**src/rtl/fp_mult_pipe_if.sv**
```systemverilog
// Operand/result handshake bundle for the pipelined FP multiplier.
interface fp_mult_pipe_if #(
  parameter int unsigned EXP_W = 8,
  parameter int unsigned MAN_W = 26
);
  logic             in_valid;
  logic             in_ready;
  logic             sign_A;
  logic             sign_B;
  logic [EXP_W-1:0] exp_A;
  logic [EXP_W-1:0] exp_B;
  logic [MAN_W-1:0] mantis_A;
  logic [MAN_W-1:0] mantis_B;
  logic             out_valid;
  logic             out_ready;
  logic             sign;
  logic [EXP_W-1:0] exp;
  logic [MAN_W-1:0] mantis;
  logic             ovf;
  logic             unf;

  // Producer side: drives operands, consumes results.
  modport master (
    output in_valid, sign_A, sign_B, exp_A, exp_B, mantis_A, mantis_B, out_ready,
    input  in_ready, out_valid, sign, exp, mantis, ovf, unf
  );

  // Multiplier side.
  modport slave (
    input  in_valid, sign_A, sign_B, exp_A, exp_B, mantis_A, mantis_B, out_ready,
    output in_ready, out_valid, sign, exp, mantis, ovf, unf
  );
endinterface

```
**src/rtl/fp_mult_pipe.sv**
```systemverilog
// Three-stage pipelined floating-point multiplier with valid/ready flow
// control, normalisation, optional round-to-nearest-even and range flags.
module fp_mult_pipe #(
  parameter int unsigned EXP_W = 8,
  parameter int unsigned MAN_W = 26,
  parameter int unsigned ROUND = 1
) (
  input logic           clk,
  input logic           rst,
  fp_mult_pipe_if.slave bus
);

  localparam int unsigned EW   = EXP_W + 2;
  localparam int unsigned PW   = 2 * MAN_W;
  localparam int unsigned BIAS = (1 << (EXP_W - 1)) - 1;
  localparam int unsigned EMAX = (1 << EXP_W) - 1;

  // Whole pipeline moves together; it only stalls when the output is blocked.
  logic adv_c;
  assign adv_c        = ~bus.out_valid | bus.out_ready;
  assign bus.in_ready = adv_c;

  // ---------------- Stage 1 registers ----------------
  logic             s1_valid;
  logic             s1_sign;
  logic             s1_zero;
  logic [EXP_W-1:0] s1_ea;
  logic [EXP_W-1:0] s1_eb;
  logic [MAN_W-1:0] s1_ma;
  logic [MAN_W-1:0] s1_mb;

  // Capture operands and flag a zero operand.
  always_ff @(posedge clk) begin
    if (rst) begin
      s1_valid <= 1'b0;
      s1_sign  <= 1'b0;
      s1_zero  <= 1'b0;
      s1_ea    <= '0;
      s1_eb    <= '0;
      s1_ma    <= '0;
      s1_mb    <= '0;
    end else if (adv_c) begin
      s1_valid <= bus.in_valid;
      if (bus.in_valid) begin
        s1_sign <= bus.sign_A ^ bus.sign_B;
        s1_zero <= (bus.exp_A == '0) | (bus.exp_B == '0);
        s1_ea   <= bus.exp_A;
        s1_eb   <= bus.exp_B;
        s1_ma   <= bus.mantis_A;
        s1_mb   <= bus.mantis_B;
      end
    end
  end

  // ---------------- Stage 2 ----------------
  logic [PW-1:0]        prod_c;
  logic signed [EW-1:0] exp_sum_c;

  // Full-width mantissa product and unbiased exponent sum.
  always_comb begin
    prod_c    = PW'(s1_ma) * PW'(s1_mb);
    exp_sum_c = $signed({2'b00, s1_ea}) + $signed({2'b00, s1_eb}) - $signed(EW'(BIAS));
  end

  logic                 s2_valid;
  logic                 s2_sign;
  logic                 s2_zero;
  logic [PW-1:0]        s2_prod;
  logic signed [EW-1:0] s2_exp;

  // Register product and exponent sum.
  always_ff @(posedge clk) begin
    if (rst) begin
      s2_valid <= 1'b0;
      s2_sign  <= 1'b0;
      s2_zero  <= 1'b0;
      s2_prod  <= '0;
      s2_exp   <= '0;
    end else if (adv_c) begin
      s2_valid <= s1_valid;
      if (s1_valid) begin
        s2_sign <= s1_sign;
        s2_zero <= s1_zero;
        s2_prod <= prod_c;
        s2_exp  <= exp_sum_c;
      end
    end
  end

  // ---------------- Stage 3 ----------------
  logic [PW-1:0]        norm_c;
  logic [MAN_W-1:0]     man_c;
  logic                 guard_c;
  logic                 sticky_c;
  logic                 round_up_c;
  logic                 carry_c;
  logic [MAN_W-1:0]     man_r_c;
  logic signed [EW-1:0] exp_n_c;
  logic signed [EW-1:0] exp_r_c;
  logic [EXP_W-1:0]     res_exp_c;
  logic [MAN_W-1:0]     res_man_c;
  logic                 res_ovf_c;
  logic                 res_unf_c;

  // Normalise, round, then range-check the final exponent.
  always_comb begin
    norm_c     = '0;
    man_c      = '0;
    guard_c    = 1'b0;
    sticky_c   = 1'b0;
    round_up_c = 1'b0;
    carry_c    = 1'b0;
    man_r_c    = '0;
    exp_n_c    = '0;
    exp_r_c    = '0;
    res_exp_c  = '0;
    res_man_c  = '0;
    res_ovf_c  = 1'b0;
    res_unf_c  = 1'b0;

    // Shift a product in [1,2) up one place so the leading one is always at the top.
    if (s2_prod[PW-1]) begin
      norm_c  = s2_prod;
      exp_n_c = s2_exp + $signed(EW'(1));
    end else begin
      norm_c  = {s2_prod[PW-2:0], 1'b0};
      exp_n_c = s2_exp;
    end

    man_c    = norm_c[PW-1 -: MAN_W];
    guard_c  = norm_c[MAN_W-1];
    sticky_c = |norm_c[MAN_W-2:0];

    round_up_c          = (ROUND == 1) && guard_c && (sticky_c || man_c[0]);
    {carry_c, man_r_c}  = {1'b0, man_c} + (MAN_W + 1)'(round_up_c);
    exp_r_c             = exp_n_c;
    if (carry_c) begin
      man_r_c = {1'b1, {(MAN_W - 1){1'b0}}};
      exp_r_c = exp_n_c + $signed(EW'(1));
    end

    if (s2_zero) begin
      res_exp_c = '0;
      res_man_c = '0;
    end else if (exp_r_c >= $signed(EW'(EMAX))) begin
      res_exp_c = '1;
      res_man_c = '0;
      res_ovf_c = 1'b1;
    end else if (exp_r_c <= $signed(EW'(0))) begin
      res_exp_c = '0;
      res_man_c = '0;
      res_unf_c = 1'b1;
    end else begin
      res_exp_c = exp_r_c[EXP_W-1:0];
      res_man_c = man_r_c;
    end
  end

  // Output register; holds while the consumer is not ready.
  always_ff @(posedge clk) begin
    if (rst) begin
      bus.out_valid <= 1'b0;
      bus.sign      <= 1'b0;
      bus.exp       <= '0;
      bus.mantis    <= '0;
      bus.ovf       <= 1'b0;
      bus.unf       <= 1'b0;
    end else if (adv_c) begin
      bus.out_valid <= s2_valid;
      if (s2_valid) begin
        bus.sign   <= s2_sign;
        bus.exp    <= res_exp_c;
        bus.mantis <= res_man_c;
        bus.ovf    <= res_ovf_c;
        bus.unf    <= res_unf_c;
      end
    end
  end

endmodule

```
**src/flat_wrapper.sv**
```systemverilog
// flat-port wrapper written by rule: the top's interface ports become plain ports
module fp_mult_pipe_flat 
#(
  parameter int unsigned EXP_W = 8,
  parameter int unsigned MAN_W = 26,
  parameter int unsigned ROUND = 1
)
  (clk, rst, bus_in_valid, bus_sign_A, bus_sign_B, bus_exp_A, bus_exp_B, bus_mantis_A, bus_mantis_B, bus_out_ready, bus_in_ready, bus_out_valid, bus_sign, bus_exp, bus_mantis, bus_ovf, bus_unf);
  fp_mult_pipe_if #(.EXP_W(EXP_W), .MAN_W(MAN_W)) bus_i ();
  input logic clk;
  input logic rst;
  input wire logic [$bits(bus_i.in_valid)-1:0] bus_in_valid;
  input wire logic [$bits(bus_i.sign_A)-1:0] bus_sign_A;
  input wire logic [$bits(bus_i.sign_B)-1:0] bus_sign_B;
  input wire logic [$bits(bus_i.exp_A)-1:0] bus_exp_A;
  input wire logic [$bits(bus_i.exp_B)-1:0] bus_exp_B;
  input wire logic [$bits(bus_i.mantis_A)-1:0] bus_mantis_A;
  input wire logic [$bits(bus_i.mantis_B)-1:0] bus_mantis_B;
  input wire logic [$bits(bus_i.out_ready)-1:0] bus_out_ready;
  output wire logic [$bits(bus_i.in_ready)-1:0] bus_in_ready;
  output wire logic [$bits(bus_i.out_valid)-1:0] bus_out_valid;
  output wire logic [$bits(bus_i.sign)-1:0] bus_sign;
  output wire logic [$bits(bus_i.exp)-1:0] bus_exp;
  output wire logic [$bits(bus_i.mantis)-1:0] bus_mantis;
  output wire logic [$bits(bus_i.ovf)-1:0] bus_ovf;
  output wire logic [$bits(bus_i.unf)-1:0] bus_unf;
  assign bus_i.in_valid = bus_in_valid;
  assign bus_i.sign_A = bus_sign_A;
  assign bus_i.sign_B = bus_sign_B;
  assign bus_i.exp_A = bus_exp_A;
  assign bus_i.exp_B = bus_exp_B;
  assign bus_i.mantis_A = bus_mantis_A;
  assign bus_i.mantis_B = bus_mantis_B;
  assign bus_i.out_ready = bus_out_ready;
  assign bus_in_ready = bus_i.in_ready;
  assign bus_out_valid = bus_i.out_valid;
  assign bus_sign = bus_i.sign;
  assign bus_exp = bus_i.exp;
  assign bus_mantis = bus_i.mantis;
  assign bus_ovf = bus_i.ovf;
  assign bus_unf = bus_i.unf;
  fp_mult_pipe #(.EXP_W(EXP_W), .MAN_W(MAN_W), .ROUND(ROUND)) u_core (.clk(clk), .rst(rst), .bus(bus_i));
endmodule
```
**config.mk**
```make
export PLATFORM = sky130hd
export DESIGN_NAME = fp_mult_pipe_flat
export DESIGN_NICKNAME = d
export VERILOG_FILES = /design/src/rtl/fp_mult_pipe_if.sv /design/src/rtl/fp_mult_pipe.sv /design/src/flat_wrapper.sv
export SDC_FILE = /design/constraint.sdc
export NUM_CORES = 2
export LEC_CHECK = 0
export CAP_MARGIN = 40
export CORE_MARGIN = 8
export CORE_UTILIZATION = 51
export DETAILED_ROUTE_END_ITERATION = 6
export PLACE_DENSITY = 0.69
export SETUP_SLACK_MARGIN = 0.2
export SLEW_MARGIN = 40
export SYNTH_ARGS = -nofsm -noshare
export SYNTH_HDL_FRONTEND = slang
export SYNTH_SLANG_ARGS = --single-unit
```
**constraint.sdc**
```tcl
create_clock -name clk -period 13.7 [get_ports clk]
set_input_delay 4.11 -clock clk [delete_from_list [all_inputs] [get_ports clk]]
set_output_delay 4.11 -clock clk [all_outputs]
set_load 0.1 [all_outputs]
```
==> run_results.csv <==
group,metric,value,unit
power,ir_worst_vdd,0.0883,mV
synth,synthFlopType,"sky130_fd_sc_hd__dfxtp_1",
place,dpl_worst_slack,4.17,ns
routing,final_antenna_net_count,0,
flow_run,cap_violations,0,
global_routing,grt_antenna_before_repair,0,
setup_path,critical_path_buf_inv_count,3,
power,combPwrFrac,43.1,%
cells_and_area,layout.cells.most_common,"sky130_fd_sc_hd__inv_1",
timing,postLayoutSetupSlackWorst,4.18,ns
clocking,maximum_count_of_clock_buffers_along_a_single_path,2,
synth,syn-cell-area,30000,µm²
timing,tightest_slew_margin_relative_to_the_limit,44.3,%
power,p_clk_share,26.7,%
global_routing,maximum_number_of_pins_on_one_net_before_global_route_repair,75,
clocking,cts.sinks,174,
timing,max_clock_freq,105,MHz
setup_path,crit_path_cell_trace,"clkdlybuf4s50_1 -> nor2b_1 -> clkinv_1 -> buf_2",
synth,post_synth_inst_count,3495,
timing,final_min_period_over_clock_period,69.5,%
clocking,cts_resized,0,
routing,wl_per_cell,17.4,µm
timing,fin_tns_setup,0,ns
synth,synth.net_count,4348,
floorplanning,floorplan.die.height,258,µm
power,total_leakage_power,15.6,nW
cells_and_area,final_net_count,4353,
routing,detailedRoute.firstPassIterationCount,7,
setup_path,startpoint_type,"input port",
status,result_of_the_run,"finished clean",
setup_path,cp_slowest_cell,"sky130_fd_sc_hd__clkdlybuf4s50_1",
synth,synth_top_cells_by_area,"sky130_fd_sc_hd__fa_1 38%, sky130_fd_sc_hd__dfxtp_1 12%, sky130_fd_sc_hd__ha_1 8.5%",
cells_and_area,n_antenna_cell,0,
clocking,ctsHtreeMaxLevel,4,
synth,number_of_warnings_printed_during_yosys_synthesis,0,
timing,finalClockSkew,0.0242,ns
clocking,clk_transition_reported_paths,0.06,ns
global_routing,grt_pass1_wl,126,mm
cells_and_area,drive_gt1_share,4.55,%
cells_and_area,postLayoutCoreUtil,55.0,%
synth,synth-seq-area-share,11.6,%
place,dp_hpwl,58.0,mm
setup_path,critical-path-top-delay-family,"buffers and inverters",
clocking,clock_insertion_delay_at_the_later_pin_of_the_skew_report,0.46,ns
synth,number_of_enable_type_register_cells_in_the_synthesized_netlist,0,
setup_path,critical_path_peak_fanout,8,
routing,drt_first_iter_violations,1280,
clocking,clk_root_buffer_cell,"sky130_fd_sc_hd__clkbuf_16",
min_path,tightest_hold_check_type,"register to register",
clocking,cts_inserted_buffers,17,
setup_path,required,9.59,ns
timing,number_of_setup_violations_in_the_final_report,0,
timing,fin_crit,9.52,ns
floorplanning,rows,89,
floorplanning,io_pins,113,
power,internal_power,1.09,mW
place,globalplace.congestion,0.902,
floorplanning,start_util,51.2,%
synth,synth.top_cell.area_share,38.4,%
clocking,postCtsSetupBuffers,0,
timing,hold_viol_final,0,
timing,setup_repair_after_global_routing_missed_its_margin,"no",
floorplanning,fp.dieW,258,µm
clocking,tritoncts,"done",
cells_and_area,synthToLayoutAreaGrowth,7.42,%
global_routing,globalRouteOverflowTotal,0,
routing,wl,74.6,mm
synth,synthDominantAreaCellType,"sky130_fd_sc_hd__fa_1",
setup_path,worstSetupEndpointType,"output port",
setup_path,critical_path.max_stage_delay,0.40,ns
global_routing,globalRouteTotalUtil,23.3,%
power,seq_power_share,30.2,%
synth,async_reset_ff_share,0,%
power,power.net_switching,0.780,mW
clocking,cts_hold_buffers,0,
synth,ys_types,78,
synth,synth-seq-cells,174,
setup_path,crit_type,"input port to output port",
cells_and_area,most-common-layout-cells,"647 x sky130_fd_sc_hd__inv_1, 610 x sky130_fd_sc_hd__nand2_1, 575 x sky130_fd_sc_hd__fa_1",
routing,drcViolationCount,0,
synth,post_synth.cell_area_avg,8.58,µm²
power,p_sw_share,41.8,%
global_routing,grt_pass1_vias,24200,
timing,worst_slew_pin_slew,0.835,ns
routing,detailed_route_via_count,23000,
floorplanning,core,58600,µm²
routing,routed_via_density,5.36,
setup_path,arrival,5.41,ns
timing,drv_slew,0,
power,powerDensity,57.9,nW/µm²
place,quantity_of_i_o_buffers_inserted_on_ports,112,
floorplanning,fp.dieArea,66800,µm²
worst min-delay path, cell delays in order (launching register included):
cell	delay, ns
sky130_fd_sc_hd__dfxtp_1	0.31
sky130_fd_sc_hd__nand2_1	0.05
sky130_fd_sc_hd__a21oi_1	0.05
kinds of logic (layout without fill, tap and decap cells):
group / Yosys count / in the layout / synth area share, %
xor gates and xnor gates: 86 / 86 / 2.54
buffers and inverters: 836 / 854 / 10.6
AOI/OAI and AO/OA: 411 / 411 / 8.56
and+or+nand+nor: 1194 / 1194 / 19.3
adders and majority gates: 779 / 779 / 46.9
muxes: 15 / 15 / 0.518
DFF: 174 / 174 / 11.6
metrics by stage:
step	cells	hold slack, ns	area [µm²]	power, mW
4_1_cts	4285	0.456	32200	1.88
2_1_floorplan	3495	0.427	30000	1.13
6_report	4286	0.455	32200	1.87
3_5_place_dp	4253	0.446	31600	1.38
5_1_grt	4286	0.468	32200	2.01
3_3_place_gp	4253	0.438	31800	1.37
area by class of cell:
class	count	area, µm²
clock buffer	18	439
timing repair buffer	172	1390
tap	773	967
fill	5457	26400
inverter	650	2440
sequential	174	3490
multi-input combinational	2485	23300
clock inverter	14	143
cell usage after synthesis (15+ instances only):
cell type                    n
sky130_fd_sc_hd__ha_1      204
sky130_fd_sc_hd__a22o_1     27
sky130_fd_sc_hd__nand3_1    29
sky130_fd_sc_hd__xor2_1     24
sky130_fd_sc_hd__nor2_1     74
sky130_fd_sc_hd__clkbuf_1  170
sky130_fd_sc_hd__fa_1      575
sky130_fd_sc_hd__nor3_1     20
sky130_fd_sc_hd__and3_1     15
sky130_fd_sc_hd__inv_1     647
sky130_fd_sc_hd__nand2_1   612
sky130_fd_sc_hd__a31oi_1    15
sky130_fd_sc_hd__and2_1    370
sky130_fd_sc_hd__dfxtp_1   174
sky130_fd_sc_hd__xnor2_1    61
sky130_fd_sc_hd__a21o_1     31
sky130_fd_sc_hd__a21oi_1   200
sky130_fd_sc_hd__a211oi_1   25
sky130_fd_sc_hd__o21ai_0    35
per-layer routing:
layer  track usage [%]  share of wire, %
met5                 0                 0
met4              7.80               3.4
met3              3.31               5.4
met2              39.6                48
met1              30.5                43
power by group through the flow:
stage                     combinational, mW  sequential (mW)  clock [mW]
after floorplan                       0.553            0.577           0
after global placement                0.798            0.575           0
after detailed placement              0.803            0.576           0
after CTS                             0.810            0.564       0.509
after global routing                  0.913            0.569       0.528
final                                 0.804            0.564       0.498
flip-flops by register name (all words and copies together) (netlist names), 8 cells and up:
name and flops:
u_core.s1_ea 8, u_core.s1_mb 26, u_core.s1_ma 26, u_core.bus.mantis 26
u_core.s2_exp 10, u_core.bus.exp 8, u_core.s1_eb 8, u_core.s2_prod 52
worst paths after layout:
path	startpoint	endpoint	slack [ns]	cells after the start
hold / removal	u_core.s1_mb[18]	u_core.s1_mb[18]	0.45	2
hold reg to reg	u_core.s1_mb[18]	u_core.s1_mb[18]	0.45	2
setup reg to reg	u_core.s1_ma[17]	u_core.s2_prod[47]	5.92	25
setup / recovery	bus_out_ready	bus_in_ready	4.18	4
No activity file was read; power rests on OpenSTA's default activity.
